==> config.mk <==
export PLATFORM = sky130hd
export DESIGN_NAME = seg7_scan_driver_flat
export DESIGN_NICKNAME = d
export VERILOG_FILES = /design/src/rtl/seg7_scan_driver_if.sv /design/src/rtl/seg7_scan_driver.sv /design/src/flat_wrapper.sv
export SDC_FILE = /design/constraint.sdc
export NUM_CORES = 1
export LEC_CHECK = 0
export BUFFER_PORTS_ARGS = -buffer_cell sky130_fd_sc_hd__buf_2
export CAP_MARGIN = 20
export CORE_MARGIN = 2
export CORE_UTILIZATION = 50
export CTS_BUF_LIST = sky130_fd_sc_hd__clkbuf_4
export DETAILED_ROUTE_END_ITERATION = 10
export PLACE_DENSITY = 0.77
export RECOVER_POWER = 25
export SETUP_SLACK_MARGIN = 0.2
export SYNTH_ARGS = -nofsm -noshare
export SYNTH_HDL_FRONTEND = slang
export SYNTH_SLANG_ARGS = --single-unit
==> constraint.sdc <==
create_clock -name clk -period 4.9 [get_ports clk]
set_input_delay 0.98 -clock clk [delete_from_list [all_inputs] [get_ports clk]]
set_output_delay 0.98 -clock clk [all_outputs]
set_load 0.05 [all_outputs]
==> src/rtl/seg7_scan_driver_if.sv <==
// Bundle between datapath logic and the 7-segment scan driver: value/control
// inputs flow towards the driver, segment/digit pins and frame_tick flow back.
interface seg7_scan_driver_if #(
    parameter int NUM_DIGITS = 4
);
    logic [4*NUM_DIGITS-1:0] value;
    logic [NUM_DIGITS-1:0]   dp_in;
    logic [NUM_DIGITS-1:0]   digit_en;
    logic                    lz_suppress;
    logic                    load;
    logic [6:0]              seg;
    logic                    dp;
    logic [NUM_DIGITS-1:0]   dig_sel;
    logic                    frame_tick;

    modport master (
        output value, dp_in, digit_en, lz_suppress, load,
        input  seg, dp, dig_sel, frame_tick
    );

    modport slave (
        input  value, dp_in, digit_en, lz_suppress, load,
        output seg, dp, dig_sel, frame_tick
    );
endinterface

==> src/rtl/seg7_scan_driver.sv <==
// Time-multiplexed N-digit hex 7-segment driver with a double-buffered value,
// leading-zero suppression, per-digit enables and a blanking dead time per slot.
module seg7_scan_driver #(
    parameter int NUM_DIGITS     = 4,
    parameter int REFRESH_DIV    = 50000,
    parameter int BLANK_CYCLES   = 2,
    parameter int SEG_ACTIVE_LOW = 1,
    parameter int DIG_ACTIVE_LOW = 1
) (
    input  logic               clk,
    input  logic               reset,
    seg7_scan_driver_if.slave  bus
);

    localparam int PW = (REFRESH_DIV > 1) ? $clog2(REFRESH_DIV) : 1;
    localparam int IW = (NUM_DIGITS > 1) ? $clog2(NUM_DIGITS) : 1;
    localparam int VW = 4 * NUM_DIGITS;

    localparam logic [6:0]            SEG_OFF = (SEG_ACTIVE_LOW != 0) ? 7'h7F : 7'h00;
    localparam logic                  DP_OFF  = (SEG_ACTIVE_LOW != 0);
    localparam logic [NUM_DIGITS-1:0] DIG_OFF = (DIG_ACTIVE_LOW != 0) ? {NUM_DIGITS{1'b1}}
                                                                      : {NUM_DIGITS{1'b0}};

    // Font table is stored low-true; polarity is applied at the output stage.
    function automatic logic [6:0] hex_to_seg(input logic [3:0] nib);
        case (nib)
            4'h0:    hex_to_seg = 7'b1000000;
            4'h1:    hex_to_seg = 7'b1111001;
            4'h2:    hex_to_seg = 7'b0100100;
            4'h3:    hex_to_seg = 7'b0110000;
            4'h4:    hex_to_seg = 7'b0011001;
            4'h5:    hex_to_seg = 7'b0010010;
            4'h6:    hex_to_seg = 7'b0000010;
            4'h7:    hex_to_seg = 7'b1111000;
            4'h8:    hex_to_seg = 7'b0000000;
            4'h9:    hex_to_seg = 7'b0010000;
            4'hA:    hex_to_seg = 7'b0001000;
            4'hB:    hex_to_seg = 7'b0000011;
            4'hC:    hex_to_seg = 7'b1000110;
            4'hD:    hex_to_seg = 7'b0100001;
            4'hE:    hex_to_seg = 7'b0000110;
            default: hex_to_seg = 7'b0001110;
        endcase
    endfunction

    logic [PW-1:0]         presc;
    logic [IW-1:0]         idx;
    logic [VW-1:0]         pend_val;
    logic [NUM_DIGITS-1:0] pend_dp;
    logic                  pend_valid;
    logic [VW-1:0]         disp_val;
    logic [NUM_DIGITS-1:0] disp_dp;

    logic [6:0]            seg_q;
    logic                  dp_q;
    logic [NUM_DIGITS-1:0] dig_q;
    logic                  tick_q;

    logic                  presc_wrap;
    logic                  last_digit;
    logic                  frame_end;
    logic                  in_blank;
    logic [3:0]            cur_nib;
    logic [6:0]            seg_pat;
    logic                  dp_lit;
    logic [NUM_DIGITS-1:0] onehot;
    logic [NUM_DIGITS-1:0] lead_zero;
    logic                  zero_run;
    logic                  digit_off;

    assign presc_wrap = (presc == PW'(REFRESH_DIV - 1));
    assign last_digit = (idx == IW'(NUM_DIGITS - 1));
    assign frame_end  = presc_wrap && last_digit;
    assign in_blank   = (presc < PW'(BLANK_CYCLES));
    assign cur_nib    = disp_val[4*idx +: 4];
    assign seg_pat    = (SEG_ACTIVE_LOW != 0) ? hex_to_seg(cur_nib) : ~hex_to_seg(cur_nib);
    assign dp_lit     = (SEG_ACTIVE_LOW != 0) ? ~disp_dp[idx] : disp_dp[idx];
    assign onehot     = NUM_DIGITS'(1) << idx;

    // lead_zero[i] is set when digit i and every more-significant digit are zero.
    always_comb begin
        zero_run  = 1'b1;
        lead_zero = '0;
        for (int i = NUM_DIGITS - 1; i >= 0; i--) begin
            zero_run     = zero_run & (disp_val[4*i +: 4] == 4'd0);
            lead_zero[i] = zero_run;
        end
    end

    assign digit_off = !bus.digit_en[idx]
                     || (bus.lz_suppress && (idx != '0) && lead_zero[idx]);

    // Scan timing, double buffering and the registered pin stage share one clocked block;
    // a load in the frame-boundary cycle overrides the pending_valid clear below it.
    always_ff @(posedge clk) begin
        if (reset) begin
            presc      <= '0;
            idx        <= '0;
            pend_val   <= '0;
            pend_dp    <= '0;
            pend_valid <= 1'b0;
            disp_val   <= '0;
            disp_dp    <= '0;
            seg_q      <= SEG_OFF;
            dp_q       <= DP_OFF;
            dig_q      <= DIG_OFF;
            tick_q     <= 1'b0;
        end else begin
            tick_q <= frame_end;

            if (presc_wrap) begin
                presc <= '0;
                idx   <= last_digit ? '0 : idx + 1'b1;
            end else begin
                presc <= presc + 1'b1;
            end

            if (frame_end && pend_valid) begin
                disp_val   <= pend_val;
                disp_dp    <= pend_dp;
                pend_valid <= 1'b0;
            end

            if (bus.load) begin
                pend_val   <= bus.value;
                pend_dp    <= bus.dp_in;
                pend_valid <= 1'b1;
            end

            if (in_blank) begin
                seg_q <= SEG_OFF;
                dp_q  <= DP_OFF;
                dig_q <= DIG_OFF;
            end else begin
                dig_q <= (DIG_ACTIVE_LOW != 0) ? ~onehot : onehot;
                seg_q <= digit_off ? SEG_OFF : seg_pat;
                dp_q  <= digit_off ? DP_OFF : dp_lit;
            end
        end
    end

    assign bus.seg        = seg_q;
    assign bus.dp         = dp_q;
    assign bus.dig_sel    = dig_q;
    assign bus.frame_tick = tick_q;

endmodule

==> src/flat_wrapper.sv <==
// flat-port wrapper written by rule: the top's interface ports become plain ports
module seg7_scan_driver_flat 
#(
    parameter int NUM_DIGITS     = 4,
    parameter int REFRESH_DIV    = 50000,
    parameter int BLANK_CYCLES   = 2,
    parameter int SEG_ACTIVE_LOW = 1,
    parameter int DIG_ACTIVE_LOW = 1
)
  (clk, reset, bus_value, bus_dp_in, bus_digit_en, bus_lz_suppress, bus_load, bus_seg, bus_dp, bus_dig_sel, bus_frame_tick);
  seg7_scan_driver_if #(.NUM_DIGITS(NUM_DIGITS)) bus_i ();
  input  logic clk;
  input  logic reset;
  input wire logic [$bits(bus_i.value)-1:0] bus_value;
  input wire logic [$bits(bus_i.dp_in)-1:0] bus_dp_in;
  input wire logic [$bits(bus_i.digit_en)-1:0] bus_digit_en;
  input wire logic [$bits(bus_i.lz_suppress)-1:0] bus_lz_suppress;
  input wire logic [$bits(bus_i.load)-1:0] bus_load;
  output wire logic [$bits(bus_i.seg)-1:0] bus_seg;
  output wire logic [$bits(bus_i.dp)-1:0] bus_dp;
  output wire logic [$bits(bus_i.dig_sel)-1:0] bus_dig_sel;
  output wire logic [$bits(bus_i.frame_tick)-1:0] bus_frame_tick;
  assign bus_i.value = bus_value;
  assign bus_i.dp_in = bus_dp_in;
  assign bus_i.digit_en = bus_digit_en;
  assign bus_i.lz_suppress = bus_lz_suppress;
  assign bus_i.load = bus_load;
  assign bus_seg = bus_i.seg;
  assign bus_dp = bus_i.dp;
  assign bus_dig_sel = bus_i.dig_sel;
  assign bus_frame_tick = bus_i.frame_tick;
  seg7_scan_driver #(.NUM_DIGITS(NUM_DIGITS), .REFRESH_DIV(REFRESH_DIV), .BLANK_CYCLES(BLANK_CYCLES), .SEG_ACTIVE_LOW(SEG_ACTIVE_LOW), .DIG_ACTIVE_LOW(DIG_ACTIVE_LOW)) u_core (.clk(clk), .reset(reset), .bus(bus_i));
endmodule
# [After elaboration in Yosys (flattened, before gate mapping)]
# Memory sizes are Yosys's and may differ from the RTL's. A register that Yosys moved wholly into a read port is not among the register bits.
# Index checks and enable logic that the tools add are counted.
[word_totals] memories=1 wordCells=48 regBits=65 rom_bits=112
[mem_list] memory="(name not given)" depth=16 width=7 rd=1 rd_clocked_by_memory_dff=1 wr=0 line_no="seg7_scan_driver.sv:26" rtl="case (nib)"
[op_classes] n_reduce_logical=15 bitwise_logic=5 n_mux=9 n_eq_ne=2 shift=2 add_sub_neg=2 n_lt_le_gt_ge=2
[op_table] cell="$add A16 B1 Y16 const B" count=1
[op_table] cell="$eq A16 B16 Y1 const B" count=1
[op_table] cell="$logic_not A4 Y1" count=4
[op_table] cell="$lt A16 B2 Y1 const B" count=1
[op_table] cell="$shiftx A16 B5 Y4" count=1
[op_table] cell="$bmux W1 S2" count=3
[op_table] cell="$mux W1" count=5
[op_table] cell="$logic_and A1 B1 Y1" count=4
[op_table] cell="$not A4 Y4" count=1
[op_table] cell="$reduce_bool A2 Y1" count=2
[op_table] cell="$reduce_or A2 Y1" count=2
[op_table] cell="$shl A1 B2 Y4 const A" count=1
[op_table] cell="$and A1 B1 Y1" count=3
[op_table] cell="$lt A2 B3 Y1 const B" count=1
[op_table] cell="$reduce_or A3 Y1" count=1
[op_table] cell="$add A2 B1 Y2 const B" count=1
[op_table] cell="$eq A2 B2 Y1 const B" count=1
[op_table] cell="$mux W2" count=1
[op_table] cell="$logic_not A1 Y1" count=1
[op_table] cell="$logic_or A1 B1 Y1" count=1
[op_table] cell="$not A1 Y1" count=1

# [Logic depth before layout (Yosys ltp)]
# Gate-level depths: netlist of the first run.
[logic_depth] depth_word=9 depth_mapped=7 mapped_depth_nobuf=6

# [Worst setup path before layout of the first run]
# Ideal clock, no wire load.
[synth_path] kind="input-to-reg" from="input bus_load" to="register u_core.pend_val[10]" setup_ns=0.128 required_ns=4.772 path_slack_ns=2.932 cell_stages=4 arrival_ns=1.840 path_cell_list="clkbuf_1 -> buf_1 -> mux2i_1 -> nor2_1"
[synth_rtl] element="start, declared" line_no="flat_wrapper.sv:18" rtl="input wire logic [$bits(bus_i.load)-1:0] bus_load;"
[synth_rtl] element="end signal, assigned" line_no="seg7_scan_driver.sv:125" rtl="pend_val <= bus.value;"
[synth_rtl] element="end, declared" line_no="seg7_scan_driver.sv:48" rtl="logic [VW-1:0] pend_val;"

# [Final worst setup path of the first run]
[layout_path] from="input reset" to="register u_core.seg_q[0], in the netlist u_core.bus.seg[0]"
[layout_via] elab_chain_cells=1
[layout_lines] element="start, declared" line_no="flat_wrapper.sv:13" rtl="input logic reset;"
[layout_lines] element="$reduce_or A3 Y1 (no line)"
[layout_lines] element="end, declared" line_no="seg7_scan_driver.sv:54" rtl="logic [6:0] seg_q;"
# No other way between the ends.
# A chain may end at the register's enable or synchronous reset.

==> impl_metrics.tcl, run 1 <==
set metrics [dict create \
    outcome "complete, but fails checks" \
    violations "max-capacitance violations, max-slew violations" \
    place.gp.congestion 0.792 \
    grt_pass1_vias 2067 \
    grtUsageMet2_pct 29.8 \
    place_inst 411 \
    max_freq_mhz 367 \
    r2r_slack_ps 2330 \
    syn_avg_cell_area_um2 9.97 \
    worstMarginPinSlew_ps 1930 \
    syn_inst 311 \
    timing.setup.tns_ps 0 \
    peakVddDrop_mv 0.244 \
    nets 386 \
    grt_max_degree 48 \
    ys_seq_area_share_pct 46.5 \
    wl_per_cell_um 13.4 \
    clockRootBuffer "clkbuf_4" \
    drive_gt1_share_pct 18.9 \
    port_buffers 40 \
    rsz0062_at_grt "false" \
    setup_ws_ps 2170 \
    min_period_over_period_pct 55.7 \
    hold_buffers 0 \
    p_leak_nw 1.48 \
    syn-num-nets 350 \
    use_met3_pct 7.39 \
    fill_cells 559 \
    met1_usage_pct 23.1 \
    synth_cell_types 43 \
    num_rows 28 \
    io_pins 41 \
    crit_path_end_kind "flop" \
    setup_viol 0 \
    drt_iter0_drc 89 \
    dpl.hpwl_um 4100 \
    synth_area_um2 3100 \
    critPathRequiredTime_ps 5230 \
    ant_nets 0 \
    totalWireLength_um 5690 \
    final_hold_viol_count 0 \
    cap_violations 1 \
    critPathLaunchType "primary input" \
    drc_errors 0 \
    r2r-end "u_core.disp_val[5]" \
    die_w_um 82.7 \
    fin_skew_ps 12.6 \
    gr-total-overflow 0 \
    drv_slew 48 \
    slew_headroom_pct -28.5 \
    cts.clk_slew.worst_paths_ps 90 \
    ys_seq_elements 72 \
    r2r_cells 6 \
    insertedDiodeCount 0 \
    multi_input_area_um2 1540 \
    cts_max_level 3 \
    busiest_layer "met2" \
    grtUsageTotal_pct 18.7 \
    path_class "in -> reg" \
    routed-via-count 2264 \
    layout_min_cycle_time_ps 2730 \
    core_um2 5960 \
    drtPass1Iterations 4 \
    cts_sinks 72 \
    cts.path.max_buffers 2 \
    regArea_um2 1440 \
    syn_to_final_growth_pct 9.73 \
    cts-resized-gates 0 \
    start_util_pct 52.1 \
    reg2reg_from "u_core.presc[1]" \
    synth_warnings 0 \
    antenna_found_initial 0 \
    postCtsSetupRepairBufs 0 \
    grt_pass1_wl_um 9540 \
    crit_fanout 47 \
    clk_latency_ps 410 \
    startpoint "reset" \
    dieArea_um2 6850 \
    hp-class "reg -> reg" \
    cts_buffers 9 \
    cp_slowest_cell "clkbuf_1" \
    crit_chain "clkbuf_1, a31oi_1, o311a_2, o2111ai_1" \
    crit_path_max_incr_delay_ps 1350 \
    endpoint "u_core.bus.seg[0]" \
    dp_slack_ps 2380 \
    cts_tree "yes" \
    stdcell_count 425 \
    p_per_area_nw_per_um2 284 \
    die_h_um 82.7 \
    via_per_inst 5.33 \
    critPathArrivalTime_ps 3060 \
]
==> where the power goes <==
group | switching, mW | internal, mW
Sequential | 0.00856 | 0.601
Combinational | 0.0381 | 0.0253
Clock | 0.181 | 0.114
==> final cells by class <==
class	count	share of cell area, %
Sequential cell	72	42.4
Clock buffer	12	2.65
Multi-Input combinational cell	217	45.3
Timing Repair Buffer	40	5.85
Inverter	7	0.772
Tap cell	75	2.76
Clock inverter	2	0.257
==> worst max-delay path: cells and delay by family <==
family	cells	cell delay, ps
AOI/OAI and AO/OA	3	720
buffers and inverters	1	1350
==> registers in the layout, summed over array words and instances (netlist names), 2 cells and up <==
signal,count
u_core.idx,2
u_core.pend_dp,4
u_core.presc,16
u_core.bus.dig_sel,4
u_core.bus.seg,7
u_core.disp_dp,4
u_core.disp_val,16
u_core.pend_val,16
==> how the worst min path moves through the flow <==
| stage | from | end | slack (ps) | depth (start not counted) |
|---|---|---|---|---|
| after global placement | u_core.presc[0] | u_core.presc[0] | 430 | 1 |
| after detailed placement | u_core.presc[0] | u_core.presc[0] | 460 | 1 |
| after global routing | u_core.presc[0] | u_core.presc[0] | 480 | 1 |
| final | u_core.presc[0] | u_core.presc[0] | 460 | 1 |
| after CTS | u_core.presc[0] | u_core.presc[0] | 470 | 1 |
| after floorplan | u_core.presc[0] | u_core.presc[0] | 420 | 1 |
==> cell families after synthesis <==
logic type,after synthesis,share of synthesized area (%)
AND/OR/NAND/NOR,122,18.1
AO/OA/AOI/OAI,20,4.64
flip-flops,72,46.5
XOR/XNOR,14,3.95
multiplexers,50,18.6
adder cells (fa/ha/maj),11,4.44
buffers and inverters,22,3.75
==> metrics by stage <==
stage / util (%) / hold slack, ps / area [µm²] / power [mW]
floorplan: - / 417 / 3100 / 0.667
global route: 57.1 / 483 / 3400 / 1.02
finish: 57.1 / 463 / 3400 / 0.968
detailed placement: 55.5 / 455 / 3300 / 0.687
CTS: 57.1 / 469 / 3400 / 0.980
global placement: 55.5 / 431 / 3300 / 0.685
==> cell usage after synthesis, drive strengths merged <==
library cell	n	area, µm²
inv	7	26.3
clkbuf	6	22.5
nor2	65	244
dlygate4sd1	2	17.5
a221oi	1	8.76
mux2	1	11.3
a21bo	1	10.0
nor2b	1	6.26
or3	1	6.26
mux4	6	135
nand3	10	50.1
or4	1	11.3
a31oi	1	6.26
nand2	22	82.6
and4	1	8.76
and2	1	6.26
o311a	1	11.3
and3	2	13.8
nand2b	3	21.3
nand3b	1	7.51
o221ai	1	8.76
o2111ai	1	8.76
nand4	4	31.3
o21ai	2	10.0
ha	11	138
nor3	4	20.0
xor2	7	61.3
o41ai	1	8.76
nor4	6	52.6
dfxtp	72	1440
buf	7	50.0
xnor2	7	61.3
o211ai	5	37.5
a2bb2oi	1	8.76
a21oi	5	25.0
mux2i	43	430
==> layer usage <==
layer	wire length [µm]	up-vias	share of wire, %
met4	78	0	1.4
met5	0	-	0
met2	2690	49	47
li1	-	1144	-
met3	309	10	5.4
met1	2610	1061	46
==> cell usage in the layout (no fill, tap or decap), drive strengths merged, types with 2 or more instances in the layout <==
master  count
a21oi       5
and3        2
buf        39
clkbuf     13
clkinv      2
dfxtp      72
ha         11
inv         7
mux2i      43
mux4        6
nand2      22
nand2b      3
nand3      10
nand4       4
nor2       65
nor3        4
nor4        6
o211ai      5
o21ai       2
xnor2       7
xor2        7
Note: power is estimated with default switching activity, not from simulation.
==> inputs of run 2 (changes only) <==
--- a/config.mk
+++ b/config.mk
@@ -5,13 +5,14 @@
 export SDC_FILE = /design/constraint.sdc
 export NUM_CORES = 1
 export LEC_CHECK = 0
+export ABC_AREA = 1
 export BUFFER_PORTS_ARGS = -buffer_cell sky130_fd_sc_hd__buf_2
 export CAP_MARGIN = 20
 export CORE_MARGIN = 2
 export CORE_UTILIZATION = 50
 export CTS_BUF_LIST = sky130_fd_sc_hd__clkbuf_4
 export DETAILED_ROUTE_END_ITERATION = 10
-export PLACE_DENSITY = 0.77
+export PLACE_DENSITY = 0.76
 export RECOVER_POWER = 25
 export SETUP_SLACK_MARGIN = 0.2
 export SYNTH_ARGS = -nofsm -noshare
==> constraint.sdc (replaced) <==
create_clock -name clk -period 2.6 [get_ports clk]
set_input_delay 0.52 -clock clk [delete_from_list [all_inputs] [get_ports clk]]
set_output_delay 0.52 -clock clk [all_outputs]
set_load 0.05 [all_outputs]
==> run 2 against run 1 <==
  * The flow now finishes without violations
  * Register-to-register slack got worse by 1800 ps
  * Clock power increased to 2.7 times the previous value
  * Via count increased by 33%
  * Largest power group unchanged
==> impl_metrics.tcl, run 2 <==
set metrics [dict create \
    outcome "finished clean" \
    gr-total-overflow 0 \
    clockRootBuffer "clkbuf_4" \
    wl_per_cell_um 10.7 \
    cts_sinks 72 \
    synth_warnings 0 \
    r2r_cells 10 \
    grt_pass1_wl_um 11600 \
    grtUsageTotal_pct 19.3 \
    synth_cell_types 28 \
    setup_viol 0 \
    drt_iter0_drc 117 \
    totalWireLength_um 6610 \
    stdcell_count 615 \
    synth_top_area_share_pct 42.6 \
    switchingPower_uw 495 \
    synth_area_um2 3390 \
    p_leak_nw 1.79 \
    cts_max_level 3 \
    path_class "reg -> reg" \
    cts.clk_slew.worst_paths_ps 120 \
    multi_input_area_um2 1670 \
    routed-via-count 3012 \
    fill_cells 615 \
    drv_slew 0 \
    cts.path.max_buffers 2 \
    critPathLaunchType "flop" \
    p_per_area_nw_per_um2 548 \
    timing.setup.tns_ps 0 \
    hp-start "reset" \
    hold_depth 2 \
    reg2reg_from "u_core.idx[0]" \
    num_rows 29 \
    final_common_cell "nand2_1" \
    crit_path_max_incr_delay_ps 640 \
    path_delay_family "flip-flops" \
    swShare_pct 24.0 \
    ys_seq_area_share_pct 42.6 \
    cts_buffers 9 \
    cpMostUsedCell "nand2_1" \
    synthTopCellsByCount "129 x nand2_1, 120 x nor2_1, 72 x dfxtp_1" \
    drtPass1Iterations 4 \
    port_buffers 40 \
    comb_power_share_pct 5.8 \
    antenna_found_initial 0 \
    max_freq_mhz 483 \
    p_total_mw 2.06 \
    synth_ff_type "dfxtp_1" \
    drive_gt1_share_pct 12.8 \
    holdPathEnd "u_core.pend_valid" \
    place.gp.congestion 0.881 \
    syn_avg_cell_area_um2 6.80 \
    p_int_mw 1.56 \
    grt_pass1_vias 2749 \
    syn_inst 498 \
    start_util_pct 52.4 \
    peakVddDrop_mv 0.334 \
    worstMarginPinSlew_ps 720 \
    critPathArrivalTime_ps 2400 \
    regArea_um2 1440 \
    hold_buffers 0 \
    synth_area_leader_cell "dfxtp_1" \
    synth.area.top_cells "dfxtp_1 43%, nand2_1 14%, nor2_1 13%, inv_1 5.0%, ha_1 4.1%" \
    syn_to_final_growth_pct 11.0 \
    min_period_over_period_pct 79.7 \
    die_w_um 86.3 \
    drc_errors 0 \
    grt_max_degree 42 \
    layout_min_cycle_time_ps 2070 \
    power_frac_seq_pct 55.9 \
    cts-resized-gates 0 \
    r2r-end "u_core.bus.seg[6]" \
    core_um2 6460 \
    synthArstFlopShare_pct 0 \
    cts_tree "yes" \
    clk_latency_ps 420 \
    postCtsSetupRepairBufs 0 \
    dieArea_um2 7450 \
    hp-class "in -> reg" \
    die_h_um 86.3 \
    fin_skew_ps 14.8 \
    mostFrequentLayoutCells "129 x nand2_1, 120 x nor2_1, 72 x dfxtp_1" \
    reg_top3 "u_core.disp_val (16), u_core.pend_val (16), u_core.presc (16)" \
    crit_path_end_kind "flop" \
    nets 572 \
    syn-num-nets 537 \
    io_pins 41 \
    hold_slack_ps 312 \
    dpl.hpwl_um 4730 \
    crit_chain "inv_2, nand2_1, nand3_1, nand2_1, inv_1, ha_1, nand3_1, nand2_1, a21oi_1, nand2_1" \
    critPathRequiredTime_ps 2930 \
    cap_violations 0 \
    power_frac_clock_pct 38.2 \
    crit_fanout 18 \
    r2r_slack_ps 530 \
    cp_slowest_cell "dfxtp_1" \
    via_per_inst 4.90 \
    synth.most_common_cell "nand2_1" \
    place_inst 599 \
    final_hold_viol_count 0 \
    synth_edf_count 0 \
    rsz0062_at_grt "false" \
    ys_seq_elements 72 \
    ant_nets 0 \
    crit_cells 10 \
    slew_headroom_pct 52.0 \
    crit_buf_inv 2 \
    insertedDiodeCount 0 \
]
-- run 2: power groups by stage --
stage,Sequential [mW],Clock [mW],Combinational (mW)
after detailed placement,1.18,0,0.121
after global routing,1.16,0.861,0.138
after floorplan,1.19,0,0.0606
final,1.15,0.787,0.120
after CTS,1.15,0.812,0.122
after global placement,1.18,0,0.120
-- run 2: worst register-to-register path: cells and delay by family, from the launching register on --
kind,cells,cell delay (ps)
DFF,1,640
and+or+nand+nor,6,640
buffers and inverters,2,360
adders and majority gates,1,230
AOI/OAI and AO/OA,1,130
-- run 2: cells by family (layout without fill, tap and decap cells) --
kind of cell / after synthesis / in the layout / synth area share, %
adders and majority gates: 11 / 11 / 4.06
DFF: 72 / 72 / 42.6
xor gates and xnor gates: 6 / 6 / 1.55
and+or+nand+nor: 301 / 301 / 37.2
AOI/OAI and AO/OA: 43 / 43 / 6.50
buffers and inverters: 65 / 105 / 8.13
-- run 2: cell type report --
class,instances,area share (%)
multi-input combinational,361,44.4
sequential,72,38.4
timing repair buffer,41,5.49
inverter,48,4.80
clock inverter,7,2.56
tap,77,2.56
clock buffer,9,1.80
-- run 2: worst max-delay path by stage --
stage / from / to / slack [ps]
floorplan: u_core.idx[0] / u_core.bus.seg[5] / 940
global placement: u_core.idx[0] / u_core.bus.seg[3] / 670
detailed placement: u_core.idx[0] / u_core.bus.seg[5] / 560
CTS: u_core.idx[0] / u_core.bus.seg[6] / 540
global route: u_core.idx[0] / u_core.bus.seg[6] / 220
finish: u_core.idx[0] / u_core.bus.seg[6] / 530
-- run 2: per-layer routing --
metal	vias to the layer above	part of all wire, %	GRT usage (%)
li1	1613	-	-
met1	1335	47	23.6
met2	57	47	32.6
met3	7	4.1	5.33
met4	0	1.1	7.39
met5	-	0	0
-- run 2: through the flow --
| step | util, % | setup slack (ps) | cell area, µm² |
|---|---|---|---|
| after floorplan | - | 943 | 3390 |
| after global placement | 55.7 | 667 | 3590 |
| after detailed placement | 55.7 | 559 | 3590 |
| after CTS | 58.2 | 540 | 3760 |
| after global routing | 58.2 | 217 | 3760 |
| final | 58.2 | 529 | 3760 |
==> inputs of run 3 (changes only) <==
--- a/config.mk
+++ b/config.mk
@@ -12,7 +12,7 @@
 export CORE_UTILIZATION = 50
 export CTS_BUF_LIST = sky130_fd_sc_hd__clkbuf_4
 export DETAILED_ROUTE_END_ITERATION = 10
-export PLACE_DENSITY = 0.76
+export PLACE_DENSITY = 0.79
 export RECOVER_POWER = 25
 export SETUP_SLACK_MARGIN = 0.2
 export SYNTH_ARGS = -nofsm -noshare
==> constraint.sdc (replaced) <==
create_clock -name clk -period 1.7 [get_ports clk]
set_input_delay 0.34 -clock clk [delete_from_list [all_inputs] [get_ports clk]]
set_output_delay 0.34 -clock clk [all_outputs]
set_load 0.05 [all_outputs]
==> run 3 against run 2 <==
  * Largest power group unchanged
  * Die area is the same
  * Critical path type unchanged
  * Critical endpoint is now u_core.bus.seg[5]
  * Fmax grew 37%
  * Total power grew 61%
  * Highest routed layer unchanged
  * Sequential cell count is the same
==> impl_metrics.tcl, run 3 (synthesized netlist as in run 2, its figures left out) <==
set metrics [dict create \
    outcome "finished clean" \
    r2r-end "u_core.bus.seg[5]" \
    layout_min_cycle_time_ps 1510 \
    gr-total-overflow 0 \
    comb_power_share_pct 5.6 \
    place.gp.congestion 0.887 \
    die_w_um 86.3 \
    cts_tree "yes" \
    p_int_mw 2.54 \
    drt_iter0_drc 125 \
    final_hold_viol_count 0 \
    max_freq_mhz 660 \
    place_area_um2 3680 \
    core_um2 6460 \
    holdPathEnd "u_core.pend_val[7]" \
    drc_errors 0 \
    cts_max_level 3 \
    reg2reg_from "u_core.idx[0]" \
    dpl.hpwl_um 4900 \
    drtPass1Iterations 4 \
    grt_max_degree 41 \
    hold_slack_ps 135 \
    power_frac_clock_pct 41.2 \
    reg_top3 "u_core.disp_val (16), u_core.pend_val (16), u_core.presc (16)" \
    final_area_um2 4140 \
    clk_latency_ps 420 \
    cts_sinks 72 \
    mostFrequentLayoutCells "122 x nand2_1, 117 x nor2_1, 67 x dfxtp_1" \
    wl_per_cell_um 11.4 \
    io_pins 41 \
    insertedDiodeCount 0 \
    startpoint "u_core.idx[0]" \
    setup_viol 0 \
    nets 596 \
    path_class "reg -> reg" \
    drive_gt1_share_pct 22.2 \
    timing.setup.tns_ps 0 \
    totalWireLength_um 7310 \
    multi_input_area_um2 1820 \
    swShare_pct 23.0 \
    port_buffers 40 \
    p_per_area_nw_per_um2 798 \
    power_frac_seq_pct 53.2 \
    stdcell_count 639 \
    slew_headroom_pct 57.3 \
    via_per_inst 4.97 \
    hold_depth 3 \
    ant_nets 0 \
    crit_path_end_kind "flop" \
    start_util_pct 52.4 \
    switchingPower_uw 762 \
    antenna_found_initial 0 \
    worstMarginPinSlew_ps 640 \
    num_rows 29 \
    syn_to_final_growth_pct 22.4 \
    grt_pass1_wl_um 12100 \
    r2r_slack_ps 190 \
    critPathArrivalTime_ps 1820 \
    grtUsageTotal_pct 20.0 \
    hold_buffers 0 \
    peakVddDrop_mv 0.641 \
    rsz0062_at_grt "true" \
    critPathRequiredTime_ps 2010 \
    place_inst 607 \
    grt_pass1_vias 2848 \
    final_common_cell "nand2_1" \
    die_h_um 86.3 \
    dieArea_um2 7450 \
    cts_buffers 9 \
    drv_slew 0 \
    r2r_cells 11 \
    hp-start "bus_value[7]" \
    cts.clk_slew.worst_paths_ps 120 \
    cap_violations 0 \
    fin_skew_ps 9.66 \
    regArea_um2 1450 \
    hp-class "in -> reg" \
    clockRootBuffer "clkbuf_4" \
    critPathLaunchType "flop" \
    p_leak_nw 1.96 \
    routed-via-count 3177 \
    min_period_over_period_pct 89.1 \
    fill_cells 573 \
    crit_fanout 10 \
    p_total_mw 3.31 \
    cts.path.max_buffers 2 \
]
==> run 3: cell types whose count changed in the layout (fill, tap and decap cells not counted), moves of 4 or more <==
cell,before,now
ha_1,11,6
dfxtp_1,72,67
nand2_1,129,122
buf_4,1,22
nand3_1,26,20
nand2_4,0,4
==> run 3: how the worst max path moves through the flow <==
stage	end	slack, ps
after floorplan	u_core.bus.seg[5]	210
after global placement	u_core.bus.seg[1]	170
after CTS	u_core.bus.seg[3]	170
after global routing	u_core.bus.seg[2]	30
after detailed placement	u_core.bus.seg[5]	120
final	u_core.bus.seg[5]	190
==> run 3: stage by stage <==
step	util (%)	worst slack (ps)
floorplan	-	205
global placement	57.0	168
detailed placement	57.0	117
CTS	60.5	169
global route	64.2	35.0
finish	64.2	185
==> run 3: layout make-up <==
| class | count | area share, % |
|---|---|---|
| Tap cell | 77 | 2.32 |
| Inverter | 48 | 4.59 |
| Sequential cell | 72 | 35.1 |
| Clock inverter | 7 | 2.90 |
| Multi-Input combinational cell | 361 | 43.8 |
| Timing Repair Buffer | 65 | 9.66 |
| Clock buffer | 9 | 1.63 |
==> run 3: repair_timing <==
item | in CTS | in global routing
gates resized for setup | 9 | 37
setup endpoints to repair | 12 | 43
pin swaps | 2 | 15
setup buffers | 3 | 13
hold endpoints to repair | 0 | 0
==> run 3: metal layers <==
| layer | wire length (µm) | GRT usage, % | part of all wire, % |
|---|---|---|---|
| met5 | 0 | 0 | 0 |
| met3 | 346 | 6.48 | 4.7 |
| met1 | 3280 | 24.5 | 45 |
| met2 | 3520 | 33.5 | 48 |
| met4 | 161 | 6.25 | 2.2 |
==> run 3: worst max-delay path, cell delays in order (launching register included) <==
cell     delay (ps)
dfxtp_4         400
inv_8            80
buf_4           130
nand2_2          60
nand3_4         120
nand2_4          60
buf_4           150
buf_4           120
nand2_1          50
nand2_1          60
a21oi_2         120
nand2_1          50
==> run 3: power by group through the flow <==
| stage | sequential [mW] | combinational [mW] | clock (mW) |
|---|---|---|---|
| after floorplan | 1.83 | 0.0927 | 0 |
| after global placement | 1.80 | 0.183 | 0 |
| after detailed placement | 1.80 | 0.188 | 0 |
| after CTS | 1.76 | 0.188 | 1.40 |
| after global routing | 1.77 | 0.212 | 1.47 |
| final | 1.76 | 0.186 | 1.36 |
